## config.mk

```make
export PLATFORM = sky130hd
export DESIGN_NAME = ps2_key_decoder
export DESIGN_NICKNAME = d
export VERILOG_FILES = /design/src/rtl/ps2_key_decoder.sv
export SDC_FILE = /design/constraint.sdc
export NUM_CORES = 1
export LEC_CHECK = 0
export CORE_MARGIN = 3
export CORE_UTILIZATION = 40
export CTS_CLUSTER_DIAMETER = 60
export DETAILED_ROUTE_END_ITERATION = 10
export DONT_BUFFER_PORTS = 1
export PLACE_DENSITY = 0.65
export SLEW_MARGIN = 30
export SYNTH_ARGS = -nofsm -noshare
export SYNTH_HDL_FRONTEND = slang
export SYNTH_SLANG_ARGS = --single-unit
```

## constraint.sdc

```tcl
create_clock -name clk -period 4.64 [get_ports clk]
set_input_delay 0.928 -clock clk [delete_from_list [all_inputs] [get_ports clk]]
set_output_delay 0.928 -clock clk [all_outputs]
set_load 0.05 [all_outputs]
```

## src/rtl/ps2_key_decoder.sv

```systemverilog
// PS/2 scancode stream to key events, held-direction map and move code.
// Optional: define KEY_REPEAT_FILTER_EN to suppress typematic repeats of held direction keys.
module ps2_key_decoder #(
  parameter int unsigned TIMEOUT_CYCLES = 5000000,
  parameter int unsigned TO_W           = 23
) (
  input  logic       clk,
  input  logic       resetn,
  input  logic       key_en,
  input  logic [7:0] key_data,
  output logic       key_valid,
  output logic [7:0] keycode,
  output logic       key_make,
  output logic       key_ext,
  output logic [3:0] held,
  output logic [2:0] move
);

  typedef enum logic [2:0] {StIdle, StExt, StBrk, StExtBrk, StSkip} state_e;

  localparam logic [TO_W-1:0] ToLast = TO_W'(TIMEOUT_CYCLES - 1);

  state_e          state_q, state_d;
  logic [2:0]      skip_q, skip_d;
  logic [TO_W-1:0] to_q, to_d;

  logic       valid_q, valid_d;
  logic [7:0] code_q, code_d;
  logic       make_q, make_d;
  logic       ext_q, ext_d;
  logic [3:0] held_q, held_d;
  logic [2:0] move_q, move_d;

  logic       emit, emit_make, emit_ext;
  logic [2:0] dir;
  logic [3:0] dir_bit;
  logic       suppress;

  function automatic logic [2:0] dir_of(input logic [7:0] code, input logic ext);
    logic [2:0] d;
    d = 3'd0;
    if (ext) begin
      case (code)
        8'h75:   d = 3'd1;
        8'h72:   d = 3'd2;
        8'h6B:   d = 3'd3;
        8'h74:   d = 3'd4;
        default: d = 3'd0;
      endcase
    end else begin
      case (code)
        8'h1D:   d = 3'd1;
        8'h1B:   d = 3'd2;
        8'h1C:   d = 3'd3;
        8'h23:   d = 3'd4;
        default: d = 3'd0;
      endcase
    end
    return d;
  endfunction

  function automatic logic [2:0] prio_of(input logic [3:0] h);
    logic [2:0] d;
    if (h[0])      d = 3'd1;
    else if (h[1]) d = 3'd2;
    else if (h[2]) d = 3'd3;
    else if (h[3]) d = 3'd4;
    else           d = 3'd0;
    return d;
  endfunction

  // Prefix parsing; a byte arriving on the expiry cycle wins over the timeout.
  always_comb begin
    state_d   = state_q;
    skip_d    = skip_q;
    to_d      = to_q;
    emit      = 1'b0;
    emit_make = 1'b0;
    emit_ext  = 1'b0;
    if (key_en) begin
      to_d = '0;
      unique case (state_q)
        StIdle: begin
          case (key_data)
            8'hE0: state_d = StExt;
            8'hF0: state_d = StBrk;
            8'hE1: begin
              state_d = StSkip;
              skip_d  = 3'd7;
            end
            8'hAA, 8'hFA, 8'hEE, 8'hFE, 8'h00, 8'hFF: begin
              state_d = StIdle;
            end
            default: begin
              emit      = 1'b1;
              emit_make = 1'b1;
            end
          endcase
        end
        StExt: begin
          if (key_data == 8'hF0) begin
            state_d = StExtBrk;
          end else begin
            state_d = StIdle;
            if (key_data != 8'h12) begin
              emit      = 1'b1;
              emit_make = 1'b1;
              emit_ext  = 1'b1;
            end
          end
        end
        StBrk: begin
          state_d = StIdle;
          emit    = 1'b1;
        end
        StExtBrk: begin
          state_d = StIdle;
          if (key_data != 8'h12) begin
            emit     = 1'b1;
            emit_ext = 1'b1;
          end
        end
        StSkip: begin
          skip_d = skip_q - 3'd1;
          if (skip_q <= 3'd1) state_d = StIdle;
        end
        default: state_d = StIdle;
      endcase
    end else if (state_q != StIdle) begin
      if (to_q == ToLast) begin
        state_d = StIdle;
        to_d    = '0;
      end else begin
        to_d = to_q + 1'b1;
      end
    end else begin
      to_d = '0;
    end
  end

  always_comb begin
    dir     = dir_of(key_data, emit_ext);
    dir_bit = (dir != 3'd0) ? (4'd1 << (dir - 3'd1)) : 4'd0;
`ifdef KEY_REPEAT_FILTER_EN
    suppress = emit_make && ((held_q & dir_bit) != 4'd0);
`else
    suppress = 1'b0;
`endif
    valid_d = 1'b0;
    code_d  = code_q;
    make_d  = make_q;
    ext_d   = ext_q;
    held_d  = held_q;
    move_d  = move_q;
    if (emit && !suppress) begin
      valid_d = 1'b1;
      code_d  = key_data;
      make_d  = emit_make;
      ext_d   = emit_ext;
      if (dir != 3'd0) begin
        if (emit_make) begin
          held_d = held_q | dir_bit;
          move_d = dir;
        end else begin
          held_d = held_q & ~dir_bit;
          if (move_q == dir) move_d = prio_of(held_d);
        end
      end
    end
  end

  always_ff @(posedge clk) begin
    if (!resetn) begin
      state_q <= StIdle;
      skip_q  <= '0;
      to_q    <= '0;
      valid_q <= 1'b0;
      code_q  <= '0;
      make_q  <= 1'b0;
      ext_q   <= 1'b0;
      held_q  <= '0;
      move_q  <= '0;
    end else begin
      state_q <= state_d;
      skip_q  <= skip_d;
      to_q    <= to_d;
      valid_q <= valid_d;
      code_q  <= code_d;
      make_q  <= make_d;
      ext_q   <= ext_d;
      held_q  <= held_d;
      move_q  <= move_d;
    end
  end

  assign key_valid = valid_q;
  assign keycode   = code_q;
  assign key_make  = make_q;
  assign key_ext   = ext_q;
  assign held      = held_q;
  assign move      = move_q;

endmodule

```

# --- Word-level counts from Yosys, hierarchy flattened ---
# Cells that the tools add are included.
op_classes:
  bitwise_logic: 5
  multipliers: 0
  n_reduce_logical: 15
  n_addsub: 3
  eq_ne: 26
  muxes: 30
  magnitude_cmp: 1
  shifts: 1
  n_div: 0
ops:
  columns: ["cell", "n"]
  rows:
  - ["equality test 8 bit (second input constant)", 8]
  - ["2-to-1 mux 3 bit", 12]
  - ["one-hot mux 3 bit (4 select lines)", 3]
  - ["equality test 8 x 7 -> 1 bit (second input constant)", 4]
  - ["equality test 8 x 5 -> 1 bit (second input constant)", 3]
  - ["adder 23 x 1 -> 23 bit (second input constant)", 1]
  - ["equality test 23 bit (second input constant)", 1]
  - ["one-hot mux 3 bit (3 select lines)", 1]
  - ["OR reduction 9 bit", 1]
  - ["equality test 8 x 6 -> 1 bit (second input constant)", 1]
  - ["logical NOT 8 bit", 1]
  - ["2-to-1 mux 4 bit", 2]
  - ["inequality test 8 x 5 -> 1 bit (second input constant)", 1]
  - ["nonzero test 2 bit", 4]
  - ["2-to-1 mux 1 bit", 7]
  - ["equality test 3 x 2 -> 1 bit (second input constant)", 2]
  - ["inequality test 6 x 3 -> 1 bit (second input constant)", 1]
  - ["one-hot mux 3 bit (2 select lines)", 1]
  - ["AND reduction 3 bit", 2]
  - ["nonzero test 3 bit", 2]
  - ["OR reduction 6 bit", 1]
  - ["subtractor 3 x 1 -> 3 bit (second input constant)", 2]
  - ["AND 4 bit", 1]
  - ["NOT 4 bit", 1]
  - ["other kinds (16)", 18]
totals:
  romBits: 0
  output_inout_bits: 18
  ram_bits: 0
  regBits: 47
  latchBits: 0
  word_cells: 90
  n_memories: 0
  in_bits: 11

# --- Longest topological paths before layout ---
depth:
  word_depth: 17
  ltp_mapped: 14
  depth_no_buf: 12

# --- Worst setup path before layout ---
# No wires, ideal clock.
synth_timing:
  kind: "input to register"
  startpoint: "input port key_data[5]"
  endpoint: "register move_q[1] (netlist: move[1])"
  t_required_ps: 4552
  t_arrival_ps: 4049
  setup_time_ps: 88
  cell_stages: 12
  path_buffers: 1
  setup_slack_ps: 503
  path_cell_list: "buf_2 or4b_4 o21ai_2 a21oi_1 mux2i_1 ha_1 nor2b_1 nand2_1 a2111o_1 o311a_1 or4_1 a311oi_2"
synth_between:
  elab_chain_cells: 16
  elab_cells_between_ends: 45
  classes_between: "1 x add/sub; 18 x eq/ne; 1 x shift; 18 x mux; 2 x bitwise; 5 x reduce/logical"
synth_lines:
  columns: ["item", "line_no", "source"]
  rows:
  - ["start, declared", "10", "input logic [7:0] key_data,"]
  - ["inequality test 8 x 5 -> 1 bit", "105, 118", null]
  - ["2-to-1 mux 1 bit", "105, 118", null]
  - ["2-to-1 mux 1 bit", "101", "if (key_data == 8'hF0) begin"]
  - ["one-hot mux 1 bit (2 select lines)", "82", "unique case (state_q)"]
  - ["2-to-1 mux 1 bit", "80", "if (key_en) begin"]
  - ["2-to-1 mux 3 bit", "42", "if (ext) begin"]
  - ["subtractor 3 x 1 -> 3 bit", "143", "dir_bit = (dir != 3'd0) ? (4'd1 << (dir - 3'd1)) : 4'd0;"]
  - ["left shift 1 x 3 -> 4 bit", "143", null]
  - ["2-to-1 mux 4 bit", "143", null]
  - ["NOT 4 bit", "165", "held_d = held_q & ~dir_bit;"]
  - ["AND 4 bit", "165", null]
  - ["2-to-1 mux 3 bit", "66", "else if (h[2]) d = 3'd3;"]
  - ["2-to-1 mux 3 bit", "65", "else if (h[1]) d = 3'd2;"]
  - ["2-to-1 mux 3 bit", "64", "if (h[0]) d = 3'd1;"]
  - ["2-to-1 mux 3 bit", "166", "if (move_q == dir) move_d = prio_of(held_d);"]
  - ["2-to-1 mux 3 bit", "161", "if (emit_make) begin"]
  - ["end signal, assigned", "192", "move_q <= move_d;"]
  - ["end, declared", "32", "logic [2:0] move_q, move_d;"]
# Parallel ways exist; a longest one is shown, timed or not. The select of a mux whose other input is x is not followed.
# A chain may end at the register's enable or synchronous reset.

# --- Final worst setup path ---
layout_timing:
  startpoint: "input port key_data[1]"
  endpoint: "register move_q[1] (netlist: move[1])"
# Same word-level chain as after synthesis.

==> impl_metrics.toml <==
[worst_setup_path]
path_cells = "nand4b_1 > o21ai_2 > a21oi_1 > a21oi_1 > ha_1 > nor2b_1 > nand2_1 > a2111o_1 > o311a_1 > or4_1 > a311oi_2"
crit_top_cell = "a21oi_1"
startpoint = "key_data[1]"
required_ns = 4.85
worstSetupEndpointType = "flip-flop"
r2r_slack_ns = 1.05
critical_path_arrival_ns = 4.07
crit_type = "in -> reg"
path_max_fanout = 13
worst_path_max_delay_cell = "a21oi_1"
cp_num_buf_inv = 0
cpPeakStageDelay_ns = 0.62
cpLargestDelayFamily = "compound AO/OA/AOI/OAI gates"
r2r_start = "state_q[0]"
cp-start-kind = "input port"

[die]
row_count = 29
die_area_mm2 = 0.00774
die-width_um = 88.0
start_util_pct = 41.9
fp.coreArea_mm2 = 0.00642
die_h_um = 88.0
ios = 29

[synth]
synth_common_cells = "nor2_1, dfxtp_1, nand2_1, xor2_1, nand3_1"
synth_top_family_by_area = "simple AND/OR/NAND/NOR gates"
synth_mux_area_share_pct = 5.63
synth_xor_area_share_pct = 7.17
ys_seq_area_share_pct = 35.0
ys.flop_type = "dfxtp_1"
synth_compound_area_share_pct = 15.5
ys_ff_latch = 47
synthTopCellsByArea = "dfxtp_1, nor2_1, xor2_1, mux2i_1, nand3_1"
yosysTopAreaCell = "dfxtp_1"
synth.top_cell.area_share_pct = 35.0
syn_nets = 338
synth.avg_cell_area_um2 = 8.30
synth_fa_ha_area_share_pct = 1.40
synth_edf_count = 0
synth_simple_gate_area_share_pct = 31.6
synth_most_common_cell = "nor2_1"
synthArstFlopShare_pct = 0
syn_area_mm2 = 0.00269
yosys_warnings = 0
syn_inst = 324
synthDistinctLibCells = 62

[clock_network]
cts_max_path_buffers = 2
insertion_delay_ns = 0.30
cts_resized = 0
tritoncts = "yes"
h-tree-depth = 2
cts_made_buffers = 5
hold_buffers = 0
post_cts_buffers = 0
cts_sinks = 47
cts_root_buffer = "clkbuf_8"
clkTransAtPathRegs_ns = 0.09

[sta]
period_minus_slack_ns = 3.85
fin_crit_sh_pct = 83.1
finalHoldViolations = 0
holdWs_ns = 0.469
worst_slack_ns = 0.786
finClkSkew_ns = 0.00992
rsz0062_at_grt = "false"
final-setup-viol-count = 0
max_freq_mhz = 259
finalMaxSlewViolations = 0
relSlewSlack_pct = 49.6
worst_pin_slew_ns = 0.753
fin_setup_tns_ns = 0

[global_route]
grt_pass1_wl_um = 9780
grt.busiest_layer = "met2"
grt_use_total_pct = 15.5
grt.met2_usage_pct = 22.8
use_met1_pct = 22.0
gr-total-overflow = 0
grt_use_met3_pct = 4.52
antenna_found_initial = 0
grt_max_degree = 24
grt_pass1_vias = 2058

[detailed_routing]
drc = 0
avgRoutedWirePerCell_um = 14.6
drtAntennaViolNets = 0
first_iter_violations = 136
routed_wl_um = 5800
vias_per_cell = 5.72
firstDrtPassIters = 4
dr_total_vias = 2267

[final_layout]
drive_above_1_share_pct = 7.84
diodes = 0
nets = 332
area_delta_synth_final_pct = 6.14

[power_and_ir_drop]
power_frac_clock_pct = 38.5
pwr-share-seq_pct = 56.3
ir_worst_vdd_mv = 0.162
finalPower_uw = 772
power_density_mw_per_mm2 = 270
combPwrFrac_pct = 5.2
p_sw_uw = 185
p_int_uw = 587
p_leak_nw = 0.953
netSwitchingFraction_pct = 23.9

[hold_path]
hold_start = "skip_q[0]"
worst_hold_path_type = "reg -> reg"

[placed_design]
portBuffers = 0
dp_slack_ns = 0.497
place_congestion = 0.879
hpwl_um = 4180

[status]
status = "completed"

[job]
cap_violations = 0
[through the flow]
stage | util, % | cell area, um^2 | instances
floorplan | - | 2690 | 324
global placement | 42.6 | 2740 | 388
detailed placement | 42.7 | 2740 | 388
CTS | 44.4 | 2850 | 396
global route | 44.4 | 2850 | 396
finish | 44.4 | 2850 | 396
[cells by family (layout without fill, tap and decap cells)]
kind of cell    after synthesis  in the layout
fa+ha+maj                     3              3
xor+xnor                     22             22
compound gates               57             57
simple gates                155            155
flops                        47             47
mux                          15             15
buf+inv                      25             20
[power groups by stage]
stage               combinational (mW)  sequential, mW  clock, mW
global placement                0.0398           0.444          0
finish                          0.0404           0.434      0.297
global route                    0.0447           0.436      0.322
floorplan                       0.0401           0.442          0
detailed placement              0.0398           0.444          0
CTS                             0.0401           0.435      0.309
[path summary, 6_finish.rpt]
path                     to  cells past startpoint
hold reg to reg   skip_q[0]                      1
setup / recovery    move[1]                     11
hold / removal    skip_q[0]                      1
setup reg to reg    move[1]                     10
[cell usage in the layout, fill, tap and decap left out, drive strengths merged, types with 5 or more instances in the layout]
cell and instances:
nand2b 5, a211oi 6, o21ai 7, inv 10, nor3 12, xor2 17, mux2i 14, nand4 5
a21oi 15, nand3 16, dfxtp 47, nand2 18, nor2 51, and3 7, xnor2 5, clkbuf 5
[state kept, by name, summed over array words and instances, names as in the netlist, named ones only]
signal / count
key_ext: 1
key_make: 1
key_valid: 1
keycode: 8
move: 3
skip_q: 3
state_q: 3
to_q: 23
[worst register-to-register path, delay by kind of cell (launching register included)]
| kind | cells | cell delay, ns |
|---|---|---|
| and+or+nand+nor | 4 | 1.01 |
| adders and majority gates | 1 | 0.35 |
| DFF | 1 | 0.45 |
| AOI/OAI and AO/OA | 5 | 1.69 |
[final cells by class]
type	instances	area, um^2
Clock buffer	5	68.8
Sequential cell	47	941
Timing Repair Buffer	2	15.0
Tap cell	77	96.3
Fill cell	620	3570
Inverter	10	37.5
Multi-Input combinational cell	252	1650
Clock inverter	3	43.8
[per-layer routing]
| metal | vias up | wire, um |
|---|---|---|
| li1 | 1165 | - |
| met5 | - | 0 |
| met2 | 40 | 2480 |
| met3 | 4 | 322 |
| met4 | 0 | 49 |
| met1 | 1058 | 2950 |
Power figures use the tool's default switching activity.
